File: src/rtl/rgu_pkg.sv
// ---------------------------------------------------------------------------
// rgu_pkg
//
// Shared definitions for the reset generation unit (RGU) slice.
//
// Contents:
//   rgu_seq_state_e     : state encoding of the reset sequencer FSM
//   RGU_NUM_DOM         : default number of reset domains
//   RGU_CNT_W           : default width of the hold/stagger counters
//   RGU_DOM_*           : bit index of each reset domain in masks and nets
//   RGU_SWRST_BASE      : APB offset of the SWRST register of domain 0
//   rgu_swrst_offset()  : APB offset of the SWRST register of a domain
// ---------------------------------------------------------------------------
package rgu_pkg;

   // Default sizing of the sequencer.
   localparam int RGU_NUM_DOM = 23;
   localparam int RGU_CNT_W   = 16;

   // SWRST registers sit one word apart, starting at this offset.
   localparam logic [11:0] RGU_SWRST_BASE = 12'h010;

   // Domain bit positions. Lower index means earlier release.
   localparam int RGU_DOM_SB      = 0;
   localparam int RGU_DOM_SYS     = 1;
   localparam int RGU_DOM_BUS     = 2;
   localparam int RGU_DOM_CPU0    = 3;
   localparam int RGU_DOM_CPU1    = 4;
   localparam int RGU_DOM_DBG     = 5;
   localparam int RGU_DOM_DMA     = 6;
   localparam int RGU_DOM_SRAM    = 7;
   localparam int RGU_DOM_ROM     = 8;
   localparam int RGU_DOM_FLASH   = 9;
   localparam int RGU_DOM_PERIPH0 = 10;
   localparam int RGU_DOM_PERIPH1 = 11;
   localparam int RGU_DOM_UART    = 12;
   localparam int RGU_DOM_SPI     = 13;
   localparam int RGU_DOM_I2C     = 14;
   localparam int RGU_DOM_TIMER   = 15;
   localparam int RGU_DOM_GPIO    = 16;
   localparam int RGU_DOM_USB     = 17;
   localparam int RGU_DOM_ETH     = 18;
   localparam int RGU_DOM_ADC     = 19;
   localparam int RGU_DOM_CAN     = 20;
   localparam int RGU_DOM_LCD     = 21;
   localparam int RGU_DOM_HEAVY   = 22;

   // Sequencer states.
   //   IDLE    : waiting for a software request
   //   ASSERT  : selected resets just went low; loads the hold timer
   //   HOLD    : counting down the assert-hold time
   //   RELEASE : releasing pending domains one by one, stagger apart
   //   DONE    : one-cycle completion pulse
   typedef enum logic [2:0] {
      RGU_IDLE    = 3'd0,
      RGU_ASSERT  = 3'd1,
      RGU_HOLD    = 3'd2,
      RGU_RELEASE = 3'd3,
      RGU_DONE    = 3'd4
   } rgu_seq_state_e;

   // APB offset of the SWRST register belonging to domain 'dom'.
   function automatic logic [11:0] rgu_swrst_offset(input int unsigned dom);
      return RGU_SWRST_BASE + 12'(dom * 4);
   endfunction

endpackage

File: src/rtl/rgu_lsb_pick.sv
// ---------------------------------------------------------------------------
// rgu_lsb_pick
//
// Purely combinational lowest-set-bit finder. Returns a one-hot vector with
// only the lowest set bit of 'vec' kept, or all zeros when 'vec' is zero.
// The sequencer uses it to choose the next domain to release; the register
// block uses the same cell when reporting status.
//
// Parameters:
//   WIDTH  : vector width (defaults to the number of reset domains)
//
// Ports:
//   vec     in   WIDTH  candidate bits
//   onehot  out  WIDTH  lowest set bit of vec, one-hot
// ---------------------------------------------------------------------------
module rgu_lsb_pick
   import rgu_pkg::*;
#(
   parameter int WIDTH = RGU_NUM_DOM
) (
   input  logic [WIDTH-1:0] vec,
   output logic [WIDTH-1:0] onehot
);

   // Two's-complement trick: vec & -vec isolates the lowest set bit and
   // yields zero when no bit is set, so no separate empty check is needed.
   assign onehot = vec & (~vec + WIDTH'(1));

endmodule

File: src/rtl/rgu_rst_sequencer.sv
// ---------------------------------------------------------------------------
// rgu_rst_sequencer
//
// Sits between the RGU APB register block and the per-domain reset nets.
// A software request (SWRST write) or the global request (RGU_GLB) pulls
// the selected domain resets low together, holds them for the programmed
// hold time (RGU_TIMER0) and then releases them one by one, lowest index
// first, spaced by the programmed stagger (RGU_TIMER1). Out of PRESET the
// block runs the same release sequence over all domains on its own, so
// the chip comes up without software help. Sticky per-domain status is
// kept for RGU_RST_STATUS.
//
// Parameters:
//   NUM_DOM : number of reset domains (bit i <-> SWRST at 0x010 + 4*i)
//   CNT_W   : width of the hold / stagger counters
//
// Ports:
//   PCLK            in   1        block clock
//   PRESET          in   1        asynchronous active-high reset
//   req_valid       in   1        software reset request
//   req_mask        in   NUM_DOM  domains to reset with req_valid
//   req_ready       out  1        request can be accepted this cycle
//   glb_rst         in   1        level global request, highest priority
//   hold_cycles     in   CNT_W    assert-hold time (0 behaves as 1)
//   stagger_cycles  in   CNT_W    gap between releases (0 behaves as 1)
//   status_clr      in   1        clears rst_status
//   dom_rst_n       out  NUM_DOM  active-low domain resets
//   busy            out  1        sequencer not idle
//   done            out  1        one-cycle pulse at end of a sequence
//   rst_status      out  NUM_DOM  sticky "domain was reset" bits
// ---------------------------------------------------------------------------
module rgu_rst_sequencer
   import rgu_pkg::*;
#(
   parameter int NUM_DOM = RGU_NUM_DOM,
   parameter int CNT_W   = RGU_CNT_W
) (
   input  logic               PCLK,
   input  logic               PRESET,
   input  logic               req_valid,
   input  logic [NUM_DOM-1:0] req_mask,
   output logic               req_ready,
   input  logic               glb_rst,
   input  logic [CNT_W-1:0]   hold_cycles,
   input  logic [CNT_W-1:0]   stagger_cycles,
   input  logic               status_clr,
   output logic [NUM_DOM-1:0] dom_rst_n,
   output logic               busy,
   output logic               done,
   output logic [NUM_DOM-1:0] rst_status
);

   rgu_seq_state_e     state_q;
   rgu_seq_state_e     state_d;
   logic [NUM_DOM-1:0] pending_q;
   logic [NUM_DOM-1:0] pending_d;
   logic [CNT_W-1:0]   cnt_q;
   logic [CNT_W-1:0]   cnt_d;
   logic [NUM_DOM-1:0] dom_rst_n_q;
   logic [NUM_DOM-1:0] dom_rst_n_d;
   logic [NUM_DOM-1:0] rst_status_q;
   logic [NUM_DOM-1:0] rst_status_d;
   logic               arm_q;
   logic               arm_d;

   logic [CNT_W-1:0]   hold_load;
   logic [CNT_W-1:0]   stagger_load;
   logic [NUM_DOM-1:0] release_bit;
   logic [NUM_DOM-1:0] pending_left;
   logic [NUM_DOM-1:0] status_set;
   logic               release_now;
   logic               accept;

   // A programmed time of zero is treated as one cycle, so the counters
   // are always loaded with max(t,1)-1 and count down to zero.
   assign hold_load    = (hold_cycles == '0)    ? '0 : hold_cycles - CNT_W'(1);
   assign stagger_load = (stagger_cycles == '0) ? '0 : stagger_cycles - CNT_W'(1);

   // The next domain to release is always the lowest-index pending one,
   // which gives the fixed release priority order.
   rgu_lsb_pick #(
      .WIDTH (NUM_DOM)
   ) u_lsb_pick (
      .vec    (pending_q),
      .onehot (release_bit)
   );

   assign pending_left = pending_q & ~release_bit;

   // Handshake and status outputs decode straight from the state. The
   // global request blocks acceptance even in IDLE because it is about to
   // take the sequencer over anyway.
   assign req_ready  = (state_q == RGU_IDLE) && !glb_rst;
   assign accept     = req_valid && req_ready;
   assign busy       = (state_q != RGU_IDLE);
   assign done       = (state_q == RGU_DONE);
   assign dom_rst_n  = dom_rst_n_q;
   assign rst_status = rst_status_q;

   // State and datapath registers. Reset lands directly in HOLD with every
   // domain pending and every reset asserted, so the power-on release runs
   // without software. The hold timer cannot be sampled while PRESET is
   // high, so arm_q marks that the first clock out of reset must load it.
   always_ff @(posedge PCLK or posedge PRESET) begin
      if (PRESET) begin
         state_q      <= RGU_HOLD;
         pending_q    <= '1;
         cnt_q        <= '0;
         dom_rst_n_q  <= '0;
         rst_status_q <= '1;
         arm_q        <= 1'b1;
      end else begin
         state_q      <= state_d;
         pending_q    <= pending_d;
         cnt_q        <= cnt_d;
         dom_rst_n_q  <= dom_rst_n_d;
         rst_status_q <= rst_status_d;
         arm_q        <= arm_d;
      end
   end

   // Next-state and datapath logic.
   //
   // The global request overrides every state: all domains go back into
   // reset and the FSM parks in ASSERT until the request drops, after
   // which the normal ASSERT -> HOLD -> RELEASE flow restarts over all
   // domains.
   //
   // The edge on which the hold counter expires is also the first release
   // edge, so HOLD releases directly at cnt==0 instead of spending an extra
   // cycle in RELEASE first. This keeps the first release exactly
   // max(hold,1) cycles after HOLD is entered. RELEASE uses the same
   // release path for the following domains.
   //
   // Status bits are set when a sequence actually asserts its domains; a
   // clear on the same edge only wipes bits that are not being set.
   always_comb begin
      state_d     = state_q;
      pending_d   = pending_q;
      cnt_d       = cnt_q;
      dom_rst_n_d = dom_rst_n_q;
      arm_d       = arm_q;
      status_set  = '0;
      release_now = 1'b0;

      if (glb_rst) begin
         state_d     = RGU_ASSERT;
         pending_d   = '1;
         dom_rst_n_d = '0;
         arm_d       = 1'b0;
         status_set  = '1;
      end else begin
         case (state_q)
            RGU_IDLE: begin
               if (accept) begin
                  if (req_mask != '0) begin
                     pending_d   = req_mask;
                     dom_rst_n_d = dom_rst_n_q & ~req_mask;
                     state_d     = RGU_ASSERT;
                  end else begin
                     state_d     = RGU_DONE;
                  end
               end
            end

            RGU_ASSERT: begin
               cnt_d      = hold_load;
               status_set = pending_q;
               state_d    = RGU_HOLD;
            end

            RGU_HOLD: begin
               if (arm_q) begin
                  cnt_d = hold_load;
                  arm_d = 1'b0;
               end else if (cnt_q != '0) begin
                  cnt_d = cnt_q - CNT_W'(1);
               end else begin
                  release_now = 1'b1;
               end
            end

            RGU_RELEASE: begin
               if (cnt_q != '0) begin
                  cnt_d = cnt_q - CNT_W'(1);
               end else begin
                  release_now = 1'b1;
               end
            end

            RGU_DONE: begin
               state_d = RGU_IDLE;
            end

            default: begin
               state_d = RGU_IDLE;
            end
         endcase

         if (release_now) begin
            dom_rst_n_d = dom_rst_n_q | release_bit;
            pending_d   = pending_left;
            cnt_d       = stagger_load;
            state_d     = (pending_left == '0) ? RGU_DONE : RGU_RELEASE;
         end
      end

      rst_status_d = (status_clr ? '0 : rst_status_q) | status_set;
   end

endmodule

File: config.mk
export PLATFORM = sky130hd
export DESIGN_NAME = rgu_rst_sequencer
export DESIGN_NICKNAME = d
export VERILOG_FILES = /design/src/rtl/rgu_pkg.sv /design/src/rtl/rgu_lsb_pick.sv /design/src/rtl/rgu_rst_sequencer.sv
export SDC_FILE = /design/constraint.sdc
export NUM_CORES = 1
export LEC_CHECK = 0
export ABC_AREA = 1
export BUFFER_PORTS_ARGS = -buffer_cell sky130_fd_sc_hd__buf_2
export CORE_UTILIZATION = 51
export CTS_BUF_LIST = sky130_fd_sc_hd__clkbuf_8
export CTS_CLUSTER_DIAMETER = 60
export DETAILED_ROUTE_END_ITERATION = 7
export HOLD_SLACK_MARGIN = 0.12
export PLACE_DENSITY = 0.74
export SKIP_LAST_GASP = 1
export SYNTH_ARGS = -nofsm -noshare
export SYNTH_HDL_FRONTEND = slang
export SYNTH_HIERARCHICAL = 1
export SYNTH_SLANG_ARGS = --single-unit
File: constraint.sdc
create_clock -name PCLK -period 3.25 [get_ports PCLK]
set_clock_uncertainty 0.2 [all_clocks]
set_input_delay 0.1625 -clock PCLK [delete_from_list [all_inputs] [get_ports PCLK]]
set_output_delay 0.1625 -clock PCLK [all_outputs]
set_load 0.01 [all_outputs]
==> impl_metrics.prom, run 1 <==
# TYPE chip_impl_metric gauge
chip_impl_metric{name="maxClockFrequency",unit="MHz"} 342
chip_impl_metric{name="p_sw_frac",unit=""} 0.414
chip_impl_metric{name="post_synth_and_or_nand_nor_area_fraction",unit=""} 0.369
chip_impl_metric{name="dr_total_vias",unit=""} 6569
chip_impl_info{name="rsz0062_at_grt",value="no"} 1
chip_impl_metric{name="wl_met2",unit="mm"} 8.58
chip_impl_metric{name="io_pins",unit=""} 109
chip_impl_metric{name="power.net_switching",unit="W"} 0.00163
chip_impl_metric{name="clk_pin_slew_worst_paths",unit="ns"} 0.09
chip_impl_metric{name="syn-instance-count",unit=""} 966
chip_impl_info{name="endpoint_kind",value="register"} 1
chip_impl_info{name="cts_tree",value="built"} 1
chip_impl_metric{name="avgSynthCellArea",unit="µm²"} 6.61
chip_impl_metric{name="post-route-worst-setup-slack",unit="ns"} 0.325
chip_impl_metric{name="vdd_drop_max",unit="µV"} 239
chip_impl_metric{name="tightestPinTransition",unit="ns"} 0.743
chip_impl_info{name="run_status",value="complete, no violations"} 1
chip_impl_metric{name="drt_iter0_markers",unit=""} 536
chip_impl_metric{name="timing.slew.headroom",unit=""} 0.503
chip_impl_metric{name="power.density_cell_area",unit="mW/mm²"} 512
chip_impl_metric{name="final.fill_count",unit=""} 1161
chip_impl_metric{name="viasPerCell",unit=""} 5.12
chip_impl_metric{name="total_leakage_power",unit="nW"} 4.05
chip_impl_metric{name="dieHeight",unit="µm"} 114
chip_impl_metric{name="cts_resized",unit=""} 0
chip_impl_info{name="yosys_most_used_dff",value="sky130_fd_sc_hd__dfstp_2"} 1
chip_impl_metric{name="core-area",unit="mm²"} 0.0121
chip_impl_metric{name="via_count_of_the_first_global_routing_pass",unit=""} 6298
chip_impl_metric{name="power.share.clock",unit=""} 0.205
chip_impl_metric{name="synthesized_area_fraction_occupied_by_ao_oa_aoi_and_oai_cells",unit=""} 0.102
chip_impl_metric{name="synth_enable_flop_cells",unit=""} 0
chip_impl_metric{name="yosys_warnings",unit=""} 6
chip_impl_metric{name="die_area",unit="mm²"} 0.0130
chip_impl_metric{name="clk_path_buf_depth",unit=""} 2
chip_impl_metric{name="finalSetupViolations",unit=""} 0
chip_impl_metric{name="dp.final_hpwl",unit="mm"} 12.9
chip_impl_metric{name="post_synth_xor_area_fraction",unit=""} 0.0233
chip_impl_metric{name="placementRows",unit=""} 40
chip_impl_info{name="critPathKind",value="input pin to register"} 1
chip_impl_metric{name="wl_per_cell",unit="µm"} 14.1
chip_impl_metric{name="grt_antenna_before_repair",unit=""} 0
chip_impl_info{name="layout_commonest_cell",value="sky130_fd_sc_hd__nand2_1"} 1
chip_impl_metric{name="htree_levels",unit=""} 3
chip_impl_metric{name="timing.final.crit_share",unit=""} 0.900
chip_impl_metric{name="drcViolationCount",unit=""} 0
chip_impl_metric{name="grt_max_degree",unit=""} 51
chip_impl_metric{name="final_nets",unit=""} 1175
chip_impl_metric{name="timing.critical_path.fanout_max",unit=""} 22
chip_impl_metric{name="place_ws",unit="ns"} 0.846
chip_impl_metric{name="cts_sinks",unit=""} 89
chip_impl_info{name="worst_hold_path_type",value="input pin to register"} 1
chip_impl_metric{name="cts_made_buffers",unit=""} 9
chip_impl_metric{name="antenna-diode-count",unit=""} 0
chip_impl_metric{name="setup-tns-final",unit="ns"} 0
chip_impl_metric{name="drt_pre_antenna_iters",unit=""} 5
chip_impl_metric{name="synth_adder_area_share",unit=""} 0.00784
chip_impl_metric{name="maxCapViolations",unit=""} 0
chip_impl_metric{name="synthToLayoutAreaGrowth",unit="%"} 20.5
chip_impl_metric{name="layout-drive-gt1-share",unit=""} 0.200
chip_impl_info{name="top_layer_used",value="met4"} 1
chip_impl_metric{name="final_cells",unit=""} 1284
chip_impl_metric{name="worst_ep_arrival_time",unit="ns"} 3.04
chip_impl_metric{name="period_needed",unit="ns"} 2.93
chip_impl_metric{name="clock_insertion_delay_worst_skew",unit="ns"} 0.38
chip_impl_metric{name="dr_wl_met3",unit="µm"} 869
chip_impl_metric{name="synthMuxAreaShare",unit=""} 0
chip_impl_metric{name="placedCellCount",unit=""} 1222
chip_impl_metric{name="die_x",unit="µm"} 114
chip_impl_metric{name="power.share.sequential",unit=""} 0.415
chip_impl_metric{name="numPortBuffers",unit=""} 108
chip_impl_metric{name="globalRoute.totalOverflow",unit=""} 0
chip_impl_metric{name="worst_path_required_time",unit="ns"} 3.36
chip_impl_metric{name="max_slew_violation_total_from_the_final_report",unit=""} 0
chip_impl_info{name="startpoint_type",value="input pin"} 1
chip_impl_metric{name="weighted_congestion_at_the_end_of_routability_driven_global_placement",unit=""} 0.971
chip_impl_metric{name="hold_viol",unit=""} 0
chip_impl_metric{name="power.share.combinational",unit=""} 0.379
chip_impl_info{name="synth_top_family_by_area",value="simple AND/OR/NAND/NOR gates"} 1
chip_impl_info{name="cts.root.buffer_cell",value="sky130_fd_sc_hd__clkbuf_8"} 1
chip_impl_metric{name="synthArstFlopShare",unit=""} 1.00
chip_impl_metric{name="mappedNetlistNets",unit=""} 1030
chip_impl_metric{name="post_synth_instance_area",unit="mm²"} 0.00638
chip_impl_metric{name="wire_length_of_the_first_global_routing_pass",unit="mm"} 29.7
chip_impl_metric{name="wl",unit="mm"} 18.1
chip_impl_metric{name="synth.distinct_cells",unit=""} 42
chip_impl_metric{name="synth_sequential_area_ratio",unit=""} 0.358
chip_impl_metric{name="initial_core_util",unit=""} 0.527
chip_impl_metric{name="drt.antenna.violating_nets",unit=""} 0
chip_impl_metric{name="drt-met1-wl",unit="mm"} 8.30
chip_impl_metric{name="synth_register_bits",unit=""} 89
chip_impl_info{name="most-common-layout-cells",value="209 x sky130_fd_sc_hd__nand2_1, 185 x sky130_fd_sc_hd__inv_1, 164 x sky130_fd_sc_hd__nor2_1"} 1
chip_impl_metric{name="grt_use_total",unit=""} 0.290
chip_impl_metric{name="intPower",unit="W"} 0.00231
[layer usage]
| metal | up-vias | track usage |
|---|---|---|
| met2 | 243 | 0.498 |
| met5 | - | 0 |
| met3 | 30 | 0.0271 |
| met1 | 2997 | 0.382 |
| met4 | 0 | 0.107 |
| li1 | 3299 | - |
[cell usage after synthesis (5+ instances only)]
cell type / count / area [µm²]
sky130_fd_sc_hd__nand2_2: 6 / 37.5
sky130_fd_sc_hd__clkbuf_1: 9 / 33.8
sky130_fd_sc_hd__nor2_1: 164 / 616
sky130_fd_sc_hd__xnor2_1: 5 / 43.8
sky130_fd_sc_hd__nand4_1: 17 / 106
sky130_fd_sc_hd__o21ai_0: 32 / 160
sky130_fd_sc_hd__nand3b_1: 8 / 60.1
sky130_fd_sc_hd__nor2_2: 9 / 56.3
sky130_fd_sc_hd__nand2_1: 209 / 785
sky130_fd_sc_hd__nand3_1: 88 / 440
sky130_fd_sc_hd__xor2_1: 12 / 105
sky130_fd_sc_hd__inv_2: 7 / 26.3
sky130_fd_sc_hd__buf_2: 6 / 30.0
sky130_fd_sc_hd__inv_1: 185 / 694
sky130_fd_sc_hd__o221ai_1: 23 / 201
sky130_fd_sc_hd__o21ai_1: 12 / 60.1
sky130_fd_sc_hd__dfrtp_1: 41 / 1030
sky130_fd_sc_hd__buf_6: 5 / 56.3
sky130_fd_sc_hd__or2_2: 10 / 62.6
sky130_fd_sc_hd__dfstp_2: 48 / 1260
sky130_fd_sc_hd__a21oi_1: 30 / 150
[cells by family after synthesis]
| kind of cell | count (synthesis) |
|---|---|
| adders and majority gates | 4 |
| buffers and inverters | 220 |
| xor gates and xnor gates | 17 |
| AOI/OAI and AO/OA | 106 |
| DFF | 89 |
| and+or+nand+nor | 530 |
[critical path, stage by stage]
cell and delay, ns:
sky130_fd_sc_hd__dlygate4sd3_1 0.55, sky130_fd_sc_hd__buf_2 0.13, sky130_fd_sc_hd__inv_1 0.06, sky130_fd_sc_hd__nand4_1 0.10
sky130_fd_sc_hd__nor2_1 0.19, sky130_fd_sc_hd__nand3_1 0.16, sky130_fd_sc_hd__nand2_1 0.58, sky130_fd_sc_hd__inv_2 0.17
sky130_fd_sc_hd__a21oi_1 0.18, sky130_fd_sc_hd__dlygate4sd3_1 0.62, sky130_fd_sc_hd__inv_1 0.06, sky130_fd_sc_hd__nor2_1 0.08
[worst paths after layout]
kind / end / start / slack [ns] / depth (start not counted)
worst min-delay path: cnt_q[13]$_DFFE_PP0P_ / stagger_cycles[13] / 0.13 / 6
worst min register to register: arm_q$_DFFE_PP1P_ / arm_q$_DFFE_PP1P_ / 0.28 / 2
worst max-delay path: dom_rst_n[22]$_DFFE_PP0P_ / req_mask[19] / 0.32 / 12
worst max register to register: cnt_q[2]$_DFFE_PP0P_ / cnt_q[0]$_DFFE_PP0P_ / 0.38 / 10
max in group asynchronous: pending_q[12]$_DFFE_PP1P_ / PRESET / 1.77 / 4
min in group asynchronous: dom_rst_n[1]$_DFFE_PP0P_ / PRESET / 0.19 / 3
[metrics by stage]
step | util | power [W] | area [µm²] | hold WS (ns)
CTS | 0.635 | 0.00392 | 7690 | 0.123
floorplan | - | 0.00264 | 6380 | 0.0805
finish | 0.635 | 0.00394 | 7690 | 0.125
global placement | 0.580 | 0.00302 | 7030 | 0.0557
detailed placement | 0.580 | 0.00304 | 7030 | 0.0621
global route | 0.635 | 0.00422 | 7690 | 0.174
[what timing repair did]
| item | 4_1_cts | 5_1_grt |
|---|---|---|
| setup endpoints to repair | 0 | 0 |
| buffers inserted | 0 | 0 |
| hold buffers | 46 | 0 |
| hold endpoints to repair | 93 | 0 |
[area by class of cell]
class                      count  area (µm²)  area share
clock inverter                 7        77.6      0.0101
tap                          168         210      0.0273
timing repair buffer         159        1050       0.137
multi-input combinational    657        3200       0.417
clock buffer                   9         124      0.0161
sequential                    89        2290       0.297
inverter                     195         736      0.0957
[state kept, by name, indices dropped and copies added (netlist names)]
| register | cells |
|---|---|
| arm_q | 1 |
| cnt_q | 16 |
| dom_rst_n | 23 |
| pending_q | 23 |
| rst_status | 23 |
| state_q | 3 |
[power by group through the flow]
stage	registers, W	clock network, W	logic, W
final	0.00164	0.000809	0.00149
after global routing	0.00167	0.000855	0.00170
after CTS	0.00163	0.000815	0.00148
after detailed placement	0.00164	0	0.00140
after global placement	0.00164	0	0.00138
after floorplan	0.00162	0	0.00101
No activity file was read; power rests on OpenSTA's default activity.
==> inputs of run 2 (changes only) <==
--- a/config.mk
+++ b/config.mk
@@ -5,14 +5,15 @@
 export SDC_FILE = /design/constraint.sdc
 export NUM_CORES = 1
 export LEC_CHECK = 0
-export ABC_AREA = 1
 export BUFFER_PORTS_ARGS = -buffer_cell sky130_fd_sc_hd__buf_2
-export CORE_UTILIZATION = 51
+export CELL_PAD_IN_SITES_DETAIL_PLACEMENT = 1
+export CELL_PAD_IN_SITES_GLOBAL_PLACEMENT = 2
+export CORE_UTILIZATION = 35
 export CTS_BUF_LIST = sky130_fd_sc_hd__clkbuf_8
 export CTS_CLUSTER_DIAMETER = 60
 export DETAILED_ROUTE_END_ITERATION = 7
 export HOLD_SLACK_MARGIN = 0.12
-export PLACE_DENSITY = 0.74
+export PLACE_DENSITY_LB_ADDON = 0.1
 export SKIP_LAST_GASP = 1
 export SYNTH_ARGS = -nofsm -noshare
 export SYNTH_HDL_FRONTEND = slang
==> run 2 against run 1 <==
  * The flow now finishes with violations (DRC)
  * First-iteration DRC count is 21% lower
  * Final area is 11% lower
  * Clock-buffer cell count stayed put
  * Critical path depth is 3 lower
==> impl_metrics.prom, run 2 <==
# TYPE chip_impl_metric gauge
chip_impl_metric{name="synth.distinct_cells",unit=""} 61
chip_impl_metric{name="placementRows",unit=""} 44
chip_impl_metric{name="hold_viol",unit=""} 0
chip_impl_metric{name="timing.slew.headroom",unit=""} 0.206
chip_impl_metric{name="wl_per_cell",unit="µm"} 21.3
chip_impl_metric{name="synthArstFlopShare",unit=""} 1.00
chip_impl_metric{name="synth_largest_type_area_fraction",unit=""} 0.237
chip_impl_metric{name="synth_enable_flop_cells",unit=""} 0
chip_impl_info{name="setup.worst_path.start",value="hold_cycles[11]"} 1
chip_impl_metric{name="finalCoreUtilization",unit=""} 0.467
chip_impl_metric{name="dp.final_hpwl",unit="mm"} 14.0
chip_impl_info{name="cts.root.buffer_cell",value="sky130_fd_sc_hd__clkbuf_8"} 1
chip_impl_metric{name="tightestPinTransition",unit="ns"} 1.19
chip_impl_metric{name="viasPerCell",unit=""} 5.94
chip_impl_metric{name="yosys_warnings",unit=""} 6
chip_impl_metric{name="drcViolationCount",unit=""} 10
chip_impl_metric{name="final_nets",unit=""} 794
chip_impl_metric{name="hold_path_depth",unit=""} 5
chip_impl_info{name="violations_in_the_final_reports",value="DRC"} 1
chip_impl_metric{name="regToRegSetupSlack",unit="ns"} 0.20
chip_impl_metric{name="grt_antenna_before_repair",unit=""} 0
chip_impl_info{name="critPathKind",value="input pin to register"} 1
chip_impl_info{name="reg2reg_from",value="pending_q[5]$_DFFE_PP1P_"} 1
chip_impl_metric{name="power.density_cell_area",unit="mW/mm²"} 404
chip_impl_metric{name="die_area",unit="mm²"} 0.0157
chip_impl_metric{name="antenna-diode-count",unit=""} 0
chip_impl_metric{name="numPortBuffers",unit=""} 108
chip_impl_info{name="most-common-layout-cells",value="108 x sky130_fd_sc_hd__buf_2, 48 x sky130_fd_sc_hd__a21oi_1, 48 x sky130_fd_sc_hd__dfstp_2, 48 x sky130_fd_sc_hd__dlygate4sd3_1, 47 x sky130_fd_sc_hd__a221o_1"} 1
chip_impl_metric{name="cts_sinks",unit=""} 89
chip_impl_metric{name="maxClockFrequency",unit="MHz"} 317
chip_impl_info{name="run_status",value="finished with violations"} 1
chip_impl_metric{name="initial_core_util",unit=""} 0.362
chip_impl_metric{name="wl",unit="mm"} 19.6
chip_impl_metric{name="core-area",unit="mm²"} 0.0147
chip_impl_metric{name="max_slew_violation_total_from_the_final_report",unit=""} 0
chip_impl_info{name="regToRegEndpoint",value="state_q[0]$_DFFE_PP0P_"} 1
chip_impl_metric{name="total_leakage_power",unit="nW"} 2.81
chip_impl_info{name="cts_tree",value="built"} 1
chip_impl_metric{name="post_synth_instance_area",unit="mm²"} 0.00533
chip_impl_metric{name="clk_path_buf_depth",unit=""} 2
chip_impl_info{name="ys_top_cells_by_area",value="sky130_fd_sc_hd__dfstp_2 24%, sky130_fd_sc_hd__dfrtp_1 19%, sky130_fd_sc_hd__a221o_1 8.8%, sky130_fd_sc_hd__a21oi_1 4.5%, sky130_fd_sc_hd__a211oi_1 3.4%"} 1
chip_impl_metric{name="worstRegToRegCells",unit=""} 9
chip_impl_metric{name="weighted_congestion_at_the_end_of_routability_driven_global_placement",unit=""} 0.872
chip_impl_metric{name="vdd_drop_max",unit="µV"} 220
chip_impl_metric{name="clk_pin_slew_worst_paths",unit="ns"} 0.09
chip_impl_metric{name="timing.critical_path.fanout_max",unit=""} 10
chip_impl_metric{name="synth_register_bits",unit=""} 89
chip_impl_metric{name="htree_levels",unit=""} 3
chip_impl_info{name="endpoint_kind",value="register"} 1
chip_impl_metric{name="finalSetupViolations",unit=""} 0
chip_impl_info{name="worst_hold_path_ep",value="cnt_q[8]$_DFFE_PP0P_"} 1
chip_impl_info{name="synth_largest_area_cell",value="sky130_fd_sc_hd__dfstp_2"} 1
chip_impl_metric{name="setup-tns-final",unit="ns"} 0
chip_impl_metric{name="worst_path_required_time",unit="ns"} 3.31
chip_impl_metric{name="avgSynthCellArea",unit="µm²"} 9.26
chip_impl_metric{name="period_needed",unit="ns"} 3.16
chip_impl_metric{name="drt_pre_antenna_iters",unit=""} 7
chip_impl_metric{name="via_count_of_the_first_global_routing_pass",unit=""} 5534
chip_impl_info{name="rsz0062_at_grt",value="yes"} 1
chip_impl_metric{name="grt_max_degree",unit=""} 74
chip_impl_info{name="synthTopCellsByCount",value="48 x sky130_fd_sc_hd__a21oi_1, 48 x sky130_fd_sc_hd__dfstp_2, 47 x sky130_fd_sc_hd__a221o_1"} 1
chip_impl_metric{name="mappedNetlistNets",unit=""} 639
chip_impl_metric{name="timing.final.crit_share",unit=""} 0.971
chip_impl_metric{name="syn-instance-count",unit=""} 575
chip_impl_metric{name="die_x",unit="µm"} 125
chip_impl_metric{name="dr_total_vias",unit=""} 5461
chip_impl_info{name="yosys_most_used_dff",value="sky130_fd_sc_hd__dfstp_2"} 1
chip_impl_metric{name="drt.antenna.violating_nets",unit=""} 0
chip_impl_metric{name="io_pins",unit=""} 109
chip_impl_info{name="worst_hold_path_type",value="input pin to register"} 1
chip_impl_metric{name="drt_iter0_markers",unit=""} 424
chip_impl_metric{name="grt_use_total",unit=""} 0.258
chip_impl_info{name="startpoint_type",value="input pin"} 1
chip_impl_metric{name="wire_length_of_the_first_global_routing_pass",unit="mm"} 31.7
chip_impl_info{name="timing.hold.worst.start",value="hold_cycles[8]"} 1
chip_impl_metric{name="dieHeight",unit="µm"} 125
chip_impl_metric{name="clock_insertion_delay_worst_skew",unit="ns"} 0.37
chip_impl_metric{name="cts_made_buffers",unit=""} 9
chip_impl_metric{name="globalRoute.totalOverflow",unit=""} 0
chip_impl_metric{name="maxCapViolations",unit=""} 0
chip_impl_metric{name="synth_sequential_area_ratio",unit=""} 0.430
chip_impl_metric{name="cts_setup_buffers",unit=""} 0
chip_impl_metric{name="synthToLayoutAreaGrowth",unit="%"} 28.9
chip_impl_info{name="layout_commonest_cell",value="sky130_fd_sc_hd__buf_2"} 1
chip_impl_metric{name="layout-drive-gt1-share",unit=""} 0.301
chip_impl_metric{name="worst_ep_arrival_time",unit="ns"} 3.21
[run 2: changes by cell type after synthesis, sizes merged, moves of 13 or more]
cell | previous run | this run
a211oi | 0 | 24
clkbuf | 10 | 30
a221o | 0 | 47
nand4 | 18 | 5
nand2 | 216 | 24
nor4 | 0 | 17
nand3 | 90 | 11
o22ai | 1 | 15
o221ai | 23 | 1
nor3 | 5 | 38
inv | 193 | 37
nor2 | 178 | 39
a21oi | 31 | 48
[run 2: repair_timing]
item,in CTS,in global routing
hold buffers,48,0
endpoints found under the hold margin,79,0
resized for setup,0,9
setup endpoints to repair,0,7
[run 2: how the worst max path moves through the flow]
stage	end	slack, ns
after global placement	state_q[0]$_DFFE_PP0P_	0.33
after CTS	cnt_q[0]$_DFFE_PP0P_	0.04
after detailed placement	state_q[0]$_DFFE_PP0P_	0.20
after global routing	cnt_q[0]$_DFFE_PP0P_	-0.07
final	cnt_q[0]$_DFFE_PP0P_	0.09
after floorplan	cnt_q[0]$_DFFE_PP0P_	0.66
[run 2: area by class of cell]
cell class,instances,area (µm²)
clock inverters,7,71.3
multi-input cells,415,2820
well taps,184,230
clock buffers,9,124
fillers,1729,7840
inverters,37,140
flip-flops and latches,89,2290
repair buffers,178,1190
[run 2: through the flow]
step	hold slack (ns)	cells	power, W	cell area (µm²)	worst slack [ns]
floorplan	0.0536	575	0.00168	5330	0.660
global placement	0.132	855	0.00191	6140	0.326
detailed placement	0.130	855	0.00193	6140	0.204
CTS	0.125	919	0.00279	6820	0.0386
global route	0.152	919	0.00293	6860	-0.0722
finish	0.136	919	0.00277	6860	0.0928
[run 2: cell families after synthesis]
logic type / count (synthesis) / share of synthesized area
adders and majority gates: 4 / 0.00940
muxes: 3 / 0.00611
xor gates and xnor gates: 19 / 0.0313
and+or+nand+nor: 190 / 0.208
AOI/OAI and AO/OA: 199 / 0.263
DFF: 89 / 0.430
buffers and inverters: 71 / 0.0526
[run 2: metal layers]
layer / GRT usage / wire length, µm / vias up
met5: 0 / 0 / -
li1: - / - / 2523
met2: 0.396 / 8810 / 154
met1: 0.389 / 9790 / 2773
met4: 0.0617 / 195 / 0
met3: 0.0265 / 809 / 11
[run 2: power by group]
group / total (W) / leakage (nW) / internal, W / switching, W
sequential: 0.00136 / 1.05 / 0.00124 / 0.000118
combinational: 0.000629 / 1.67 / 0.000271 / 0.000358
clock: 0.000785 / 0.0970 / 0.000356 / 0.000429
[run 2: worst max-delay path: stages]
cell and delay (ns):
sky130_fd_sc_hd__dlygate4sd3_1 0.53, sky130_fd_sc_hd__buf_2 0.14, sky130_fd_sc_hd__nor4_1 0.59, sky130_fd_sc_hd__nand4_1 0.25, sky130_fd_sc_hd__nand2_1 0.46, sky130_fd_sc_hd__o22ai_1 0.16
sky130_fd_sc_hd__a221oi_1 0.29, sky130_fd_sc_hd__dlygate4sd3_1 0.59, sky130_fd_sc_hd__a21oi_1 0.05
